==> config.mk <==
export PLATFORM = sky130hd
export DESIGN_NAME = ball_box_overlay
export DESIGN_NICKNAME = d
export VERILOG_FILES = /design/src/rtl/ball_box_overlay.sv
export SDC_FILE = /design/constraint.sdc
export NUM_CORES = 1
export LEC_CHECK = 0
export ABC_AREA = 1
export ABC_CLOCK_PERIOD_IN_PS = 3200
export BUFFER_PORTS_ARGS = -buffer_cell sky130_fd_sc_hd__buf_2
export CORE_AREA = 5 5 110 112
export DETAILED_ROUTE_END_ITERATION = 8
export DIE_AREA = 0 0 115 117
export PLACE_DENSITY = 0.74
export SLEW_MARGIN = 20
export SYNTH_ARGS = -nofsm -noshare
export SYNTH_HDL_FRONTEND = slang
export SYNTH_SLANG_ARGS = --single-unit
==> constraint.sdc <==
create_clock -name clk -period 3.2 [get_ports clk]
set_input_delay 0.64 -clock clk [delete_from_list [all_inputs] [get_ports clk]]
set_output_delay 0.64 -clock clk [all_outputs]
set_load 0.005 [all_outputs]
==> src/rtl/ball_box_overlay.sv <==
// rtl/ball_box_overlay.sv - draws a square outline around the latest ball position on RGB565 video
// Optional build macro BALL_CROSSHAIR_EN adds a centre cross inside the box.
module ball_box_overlay #(
  parameter int          IMG_W       = 640,
  parameter int          IMG_H       = 480,
  parameter int          BOX_HALF    = 16,
  parameter logic [15:0] BOX_COLOR   = 16'hF800,
  parameter int          HOLD_FRAMES = 8
) (
  input  logic        clk,
  input  logic        rst_n,
  input  logic [9:0]  x_coor,
  input  logic [9:0]  y_coor,
  input  logic        coor_valid_flag,
  input  logic        vsync_i,
  input  logic        hsync_i,
  input  logic        de_i,
  input  logic [15:0] rgb_i,
  output logic        vsync_o,
  output logic        hsync_o,
  output logic        de_o,
  output logic [15:0] rgb_o,
  output logic        target_locked
);

  localparam logic [9:0]        W10    = 10'(IMG_W);
  localparam logic [9:0]        H10    = 10'(IMG_H);
  localparam logic signed [10:0] HALF_S = 11'(BOX_HALF);
  localparam logic signed [10:0] W_MAX  = 11'(IMG_W - 1);
  localparam logic signed [10:0] H_MAX  = 11'(IMG_H - 1);
  localparam logic [7:0]        HOLD8  = 8'(HOLD_FRAMES);

  logic        vsync_q, de_q;
  logic [9:0]  col, row;
  logic [9:0]  pend_x, pend_y;
  logic        pend_valid;
  logic [9:0]  act_x, act_y;
  logic        loaded;
  logic [7:0]  miss_cnt;
  logic        box_on;
  logic [9:0]  bnd_l, bnd_r, bnd_t, bnd_b;

  logic        frame_start, accept, promote;
  logic [9:0]  src_x, src_y;
  logic [7:0]  miss_next;
  logic signed [10:0] sx_s, sy_s, lo_x, hi_x, lo_y, hi_y;
  logic [9:0]  l_next, r_next, t_next, b_next;
  logic        in_box, mark, draw;

  always_comb begin
    frame_start = vsync_i & ~vsync_q;
    accept      = coor_valid_flag && (x_coor < W10) && (y_coor < H10);
    promote     = frame_start && (pend_valid || accept);
    // A strobe landing exactly on frame start bypasses the pending register.
    src_x       = accept ? x_coor : pend_x;
    src_y       = accept ? y_coor : pend_y;
    if (promote)
      miss_next = 8'd0;
    else if (miss_cnt == 8'hFF)
      miss_next = 8'hFF;
    else
      miss_next = miss_cnt + 8'd1;

    sx_s   = signed'({1'b0, src_x});
    sy_s   = signed'({1'b0, src_y});
    lo_x   = sx_s - HALF_S;
    hi_x   = sx_s + HALF_S;
    lo_y   = sy_s - HALF_S;
    hi_y   = sy_s + HALF_S;
    l_next = (lo_x < 11'sd0) ? 10'd0 : 10'(lo_x);
    r_next = (hi_x > W_MAX)  ? 10'(W_MAX) : 10'(hi_x);
    t_next = (lo_y < 11'sd0) ? 10'd0 : 10'(lo_y);
    b_next = (hi_y > H_MAX)  ? 10'(H_MAX) : 10'(hi_y);

    in_box = (row >= bnd_t) && (row <= bnd_b) && (col >= bnd_l) && (col <= bnd_r);
`ifdef BALL_CROSSHAIR_EN
    mark   = (col == bnd_l) || (col == bnd_r) || (row == bnd_t) || (row == bnd_b) ||
             (row == act_y) || (col == act_x);
`else
    mark   = (col == bnd_l) || (col == bnd_r) || (row == bnd_t) || (row == bnd_b);
`endif
    draw   = de_i && box_on && in_box && mark;
  end

  always_ff @(posedge clk) begin
    if (!rst_n) begin
      vsync_q    <= 1'b0;
      de_q       <= 1'b0;
      col        <= '0;
      row        <= '0;
      pend_x     <= '0;
      pend_y     <= '0;
      pend_valid <= 1'b0;
      act_x      <= '0;
      act_y      <= '0;
      loaded     <= 1'b0;
      miss_cnt   <= 8'hFF;
      box_on     <= 1'b0;
      bnd_l      <= '0;
      bnd_r      <= '0;
      bnd_t      <= '0;
      bnd_b      <= '0;
      vsync_o    <= 1'b0;
      hsync_o    <= 1'b0;
      de_o       <= 1'b0;
      rgb_o      <= 16'h0000;
    end else begin
      vsync_q <= vsync_i;
      de_q    <= de_i;
      col     <= de_i ? col + 10'd1 : 10'd0;
      if (frame_start)
        row <= '0;
      else if (de_q && !de_i && row != H10)
        row <= row + 10'd1;

      if (frame_start) begin
        pend_valid <= 1'b0;
        miss_cnt   <= miss_next;
        box_on     <= (loaded || promote) && (miss_next < HOLD8);
        if (promote) begin
          loaded <= 1'b1;
          act_x  <= src_x;
          act_y  <= src_y;
          bnd_l  <= l_next;
          bnd_r  <= r_next;
          bnd_t  <= t_next;
          bnd_b  <= b_next;
        end
      end else if (accept) begin
        pend_x     <= x_coor;
        pend_y     <= y_coor;
        pend_valid <= 1'b1;
      end

      vsync_o <= vsync_i;
      hsync_o <= hsync_i;
      de_o    <= de_i;
      rgb_o   <= draw ? BOX_COLOR : rgb_i;
    end
  end

  assign target_locked = box_on;

endmodule

# After elaboration in Yosys (flattened, before gate mapping)
# Index checks and enable logic that the tools add are counted.
# W data, S select, Z words.
word_totals:
  ff_bits: 110
  memories: 0
  mem_bits_rw: 0
  rom_bits: 0
  input_bits: 42
  latch_bits: 0
op_classes:
  n_eq_ne: 6
  n_addsub: 7
  div_mod_pow: 0
  bitwise: 3
  mul: 0
  reduce_logical: 22
  mux: 9
  magnitude_cmp: 11
  shift: 0
op_table:
  columns: ["cell", "n"]
  rows:
  - ["$mux W10", 6]
  - ["$eq A10 B10 Y1", 4]
  - ["$add A10 B5 Y11 const B", 2]
  - ["$lt A11 B1 Y1 const B", 2]
  - ["$sub A10 B5 Y11 const B", 2]
  - ["$add A10 B1 Y10 const B", 2]
  - ["$ge A10 B10 Y1", 2]
  - ["$le A10 B10 Y1", 2]
  - ["$mux W16", 1]
  - ["$mux W8", 2]
  - ["$logic_and A1 B1 Y1", 12]
  - ["$gt A11 B10 Y1 const B", 1]
  - ["$gt A11 B11 Y1 const B", 1]
  - ["$lt A10 B10 Y1 const B", 1]
  - ["$lt A10 B9 Y1 const B", 1]
  - ["$ne A10 B9 Y1 const B", 1]
  - ["$add A8 B1 Y8 const B", 1]
  - ["$eq A8 B8 Y1 const B", 1]
  - ["$lt A8 B4 Y1 const B", 1]
  - ["$logic_or A1 B1 Y1", 5]
  - ["$reduce_and A2 Y1", 2]
  - ["$reduce_or A2 Y1", 2]
  - ["$not A1 Y1", 2]
  - ["$and A1 B1 Y1", 1]
  - ["$logic_not A1 Y1", 1]

# Longest topological paths before layout
logic_depth:
  ltp_word: 8
  mapped_depth: 21
  mapped_depth_nobuf: 20

# Worst setup path before layout
# No wires, ideal clock.
synth_path:
  kind: "input -> register"
  startpoint: "in x_coor[8]"
  endpoint: "reg bnd_r[7]"
  t_arrival_ns: 2.292
  setup_time_ns: 0.132
  path_stages: 14
  required_time_ns: 3.068
  slack_ns: 0.776
  path_cell_list: "o21ai_4 nand2_2 nor2_2 buf_6 nand2_2 o21ai_4 inv_2 ha_1 nor3_1 nand3_1 nand3_2 nand2_4 nand2_2 a21oi_2"
synth_via:
  elab_chain_len: 7
  word_cells_on_any_way: 10
synth_rtl:
  columns: ["element", "line_no", "text"]
  rows:
  - ["start: declaration", "12", "input logic [9:0] x_coor,"]
  - ["$lt A10 B10 Y1 *", "52", "accept = coor_valid_flag && (x_coor < W10) && (y_coor < H10);"]
  - ["$logic_and A1 B1 Y1 * (2 in series)", "52", null]
  - ["$mux W10 *", null, null]
  - ["net src_x[4]", "44", "logic [9:0] src_x, src_y;"]
  - ["$add A10 B5 Y11 *", "67", "hi_x = sx_s + HALF_S;"]
  - ["$gt A11 B11 Y1", "71", "r_next = (hi_x > W_MAX) ? 10'(W_MAX) : 10'(hi_x);"]
  - ["$mux W10 *", "71", null]
  - ["end signal: assignment", "125", "bnd_r <= r_next;"]
  - ["end: declaration", "41", "logic [9:0] bnd_l, bnd_r, bnd_t, bnd_b;"]
# The timed path passes the listed nets; every way through them passes the cells marked *.
# A chain may end at the register's enable or synchronous reset.

# Final worst setup path
layout_path:
  startpoint: "in x_coor[8]"
  endpoint: "reg bnd_l[7]"
layout_via:
  elab_chain_len: 7
  word_cells_on_any_way: 10
layout_rtl:
  columns: ["element", "line_no", "text"]
  rows:
  - ["$lt A10 B10 Y1", "52", null]
  - ["$logic_and A1 B1 Y1 (2 in series)", "52", null]
  - ["$mux W10", null, null]
  - ["$sub A10 B5 Y11", "66", "lo_x = sx_s - HALF_S;"]
  - ["$lt A11 B1 Y1", "70", "l_next = (lo_x < 11'sd0) ? 10'd0 : 10'(lo_x);"]
  - ["$mux W10", "70", null]
  - ["end signal: assignment", "124", "bnd_l <= l_next;"]
  - ["end: declaration", "41", null]
# Parallel ways exist; a longest one is shown, timed or not.

==> metrics <==
clock sink count=110; antenna cells=0; Initial Util=0.539; die area=13500 sq um; compound-cell area share of the yosys netlist=0.175; most used cell, CP=nor2_1; cts repair resizes=0; crit path capture type=register; TNS Setup=0 ps; Clock transition at path regs=70 ps; final slew viol count=0; P per Cell Area=444 nW/um^2; CP max FO=11; Die Height=117 microns; register bit total from synthesis=110; Final WS setup=668 ps; Worst VDD drop=0.000326 V; synthesized instance count=842; hold_ws=450 ps; crit path cell chain=buf_2 -> o21ai_4 -> nand2_2 -> nor2_2 -> buf_4 -> o21ai_2 -> nor2_1 -> nand3_1 -> o21ai_0 -> clkinv_1 -> a22oi_1 -> nor2_1; DR DRC count=0; Sequential Power Share=0.487; worst slew pin tran=787 ps; post-detail-place hpwl=9.75 mm; Cell Rows=39; GP Congestion=0.874; CP Launch Type=primary input; sequential-to-total area share from yosys stat=0.367; first-pass GRT wire length=21.9 mm; share of cells above drive strength 1=0.129; Worst path slowest cell=nor2_2; adder-cell share of the synthesized area=0.104; Ports=62; CP Data Arrival Time=2760 ps; Slew Limit Headroom=0.474; mux contribution to synthesized area=0; asr flop ratio synth=0; H-tree depth=3; area of the core=11100 sq um; Synth area leader=dfxtp_1; Cell variety after synth=42; largest net degree at the start of global routing=52; kind of critical path=primary input to register; cts bufs inserted=9; vias per cell=5.04; simple-gate area share of the yosys netlist=0.225; overall routed net length=13.2 mm; switching share of power=0.270; final number of setup-violating endpoints=0; Initial DRT Pass Iterations=4; area grow syn2layout=11.9%; Combinational Power Share=0.148; Total Routing Usage GR=0.203; status=finished clean; number of hold buffers added after cts=0; port buffer count=61; Psw=0.804 mW; CP max stage delay=350 ps; final global-route overflow total=0; Hold Path Class=register to register; final core utilization=0.603; ys flop type=dfxtp_1; Mapped Nets=934; total power=2.98 mW; Clock Latency Late Sink=360 ps; vias in the first global route=4788; Ys Warns=0; largest family of logic cells by synthesized area=simple AND/OR/NAND/NOR gates; area share of the largest cell type after synthesis=0.367; fin crit period=2530 ps; max cap viols=0; antenna violations before repair=0; TritonCTS clock tree=yes; Final Cycle Share=0.791; Post-CTS Setup Bufs=0; routed len/inst=12.6 microns; Die Wd=115 microns; Pint=2.17 mW; largest cells by area after synthesis=dfxtp_1 37%, nand2_1 11%, ha_1 10%; Layout fillers=1073; clock power share=0.365; Post-synth EDFFs=0; Setup Skew=5.29 ps; Post-DRT Antenna Nets=0; Final Hold Violating Endpoints=0; clk buf depth=2; RSZ-0062 raised after global routing=no; Achievable Freq=0.395 GHz; XOR/XNOR Fraction of Synth Area=0.0175; clk root buf=clkbuf_16; 1st-iter DRT viols=263; pre-CTS setup slack=289 ps; fin nets=989; routed vias=5269; Req. time, crit path=3430 ps; Avg Cell Area, Syn=7.12 sq um; Pleak=3.06 nW; Mapped Area=6000 sq um
-- path summary, 6_finish.rpt --
kind / start / endpoint / slack [ps] / cells after the start
hold reg to reg: pend_x[2] / pend_x[2] / 450 / 2
setup reg to reg: col[7] / rgb_o[8] / 820 / 10
setup / recovery: x_coor[8] / bnd_l[7] / 670 / 12
hold / removal: pend_x[2] / pend_x[2] / 450 / 2
-- sequential cells by signal (all words and copies together) (netlist names), 8 cells and up --
signal / cells
bnd_t: 10
pend_x: 10
bnd_l: 10
rgb_o: 16
miss_cnt: 8
row: 10
bnd_r: 10
pend_y: 10
col: 10
bnd_b: 10
-- metal layers --
layer  vias up  track usage  share of wire
li1       2810            -              -
met5         -            0              0
met3        19       0.0514          0.050
met1      2352        0.267           0.48
met2        88        0.323           0.46
met4         0       0.0767          0.019
-- synth_stat cells (2+ instances only) --
cell type	count
o211ai_1	4
a22oi_1	3
nand3_2	2
clkbuf_1	18
nor3_1	10
nor2_2	3
nand2_1	168
buf_6	2
o21ai_2	3
a21oi_1	81
nand4_1	11
nor3b_1	2
o21ai_1	3
clkinv_1	2
o21ai_0	53
o2111ai_1	2
inv_2	3
nor2_1	87
o21a_1	2
a21oi_2	9
dfxtp_1	110
o21ai_4	3
ha_1	50
a211oi_1	13
nand2_2	6
inv_1	141
xor2_1	11
nand3_1	26
-- power by group through the flow --
stage          clock, mW  sequential [mW]  combinational (mW)
6_report            1.09             1.45               0.441
5_1_grt             1.17             1.46               0.512
3_5_place_dp           0             1.48               0.440
4_1_cts             1.11             1.45               0.444
3_3_place_gp           0             1.48               0.437
2_1_floorplan          0             1.48               0.321
-- cells by family (layout without fill, tap and decap cells) --
group                    after synthesis  after routing
flip-flops                           110            110
buffers and inverters                170            230
adder cells (fa/ha/maj)               50             50
AND/OR/NAND/NOR                      320            320
AO/OA/AOI/OAI                        180            180
XOR/XNOR                              12             12
-- through the flow --
step	instances	area [sq um]
3_5_place_dp	1029	6420
6_report	1045	6710
4_1_cts	1045	6710
5_1_grt	1045	6710
2_1_floorplan	842	6000
3_3_place_gp	1029	6420
-- cell usage in the layout, fill, tap and decap left out, types with 2 or more instances in the layout --
cell       count
buf_4          6
nor2_1        87
o21a_1         2
buf_2         61
nor3b_1        2
o21ai_1        3
nand3_2        2
dfxtp_1      110
a22oi_1        3
a21oi_2        9
inv_1        141
a211oi_1      13
a21oi_1       81
xor2_1        11
nand2_1      168
o21ai_0       53
o21ai_2        3
o2111ai_1      2
clkbuf_8       3
nor2_2         3
o21ai_4        3
clkinv_1       2
clkbuf_16      9
nand4_1       11
nand3_1       26
clkinv_2       2
nor3_1        10
inv_2          3
nand2_2        6
o211ai_1       4
ha_1          50
-- worst max-delay path: cells and delay by family --
family,cells,cell delay [ps]
buffers and inverters,3,640
AOI/OAI and AO/OA,4,750
and+or+nand+nor,5,730
-- area by class of cell --
class / instances / area (sq um) / share of cell area
multi-input cells: 562 / 3130 / 0.467
well taps: 143 / 179 / 0.0267
clock buffers: 13 / 270 / 0.0403
inverters: 147 / 554 / 0.0826
flip-flops and latches: 110 / 2200 / 0.328
clock inverters: 3 / 17.5 / 0.00261
repair buffers: 67 / 350 / 0.0522
Power figures use the tool's default switching activity.
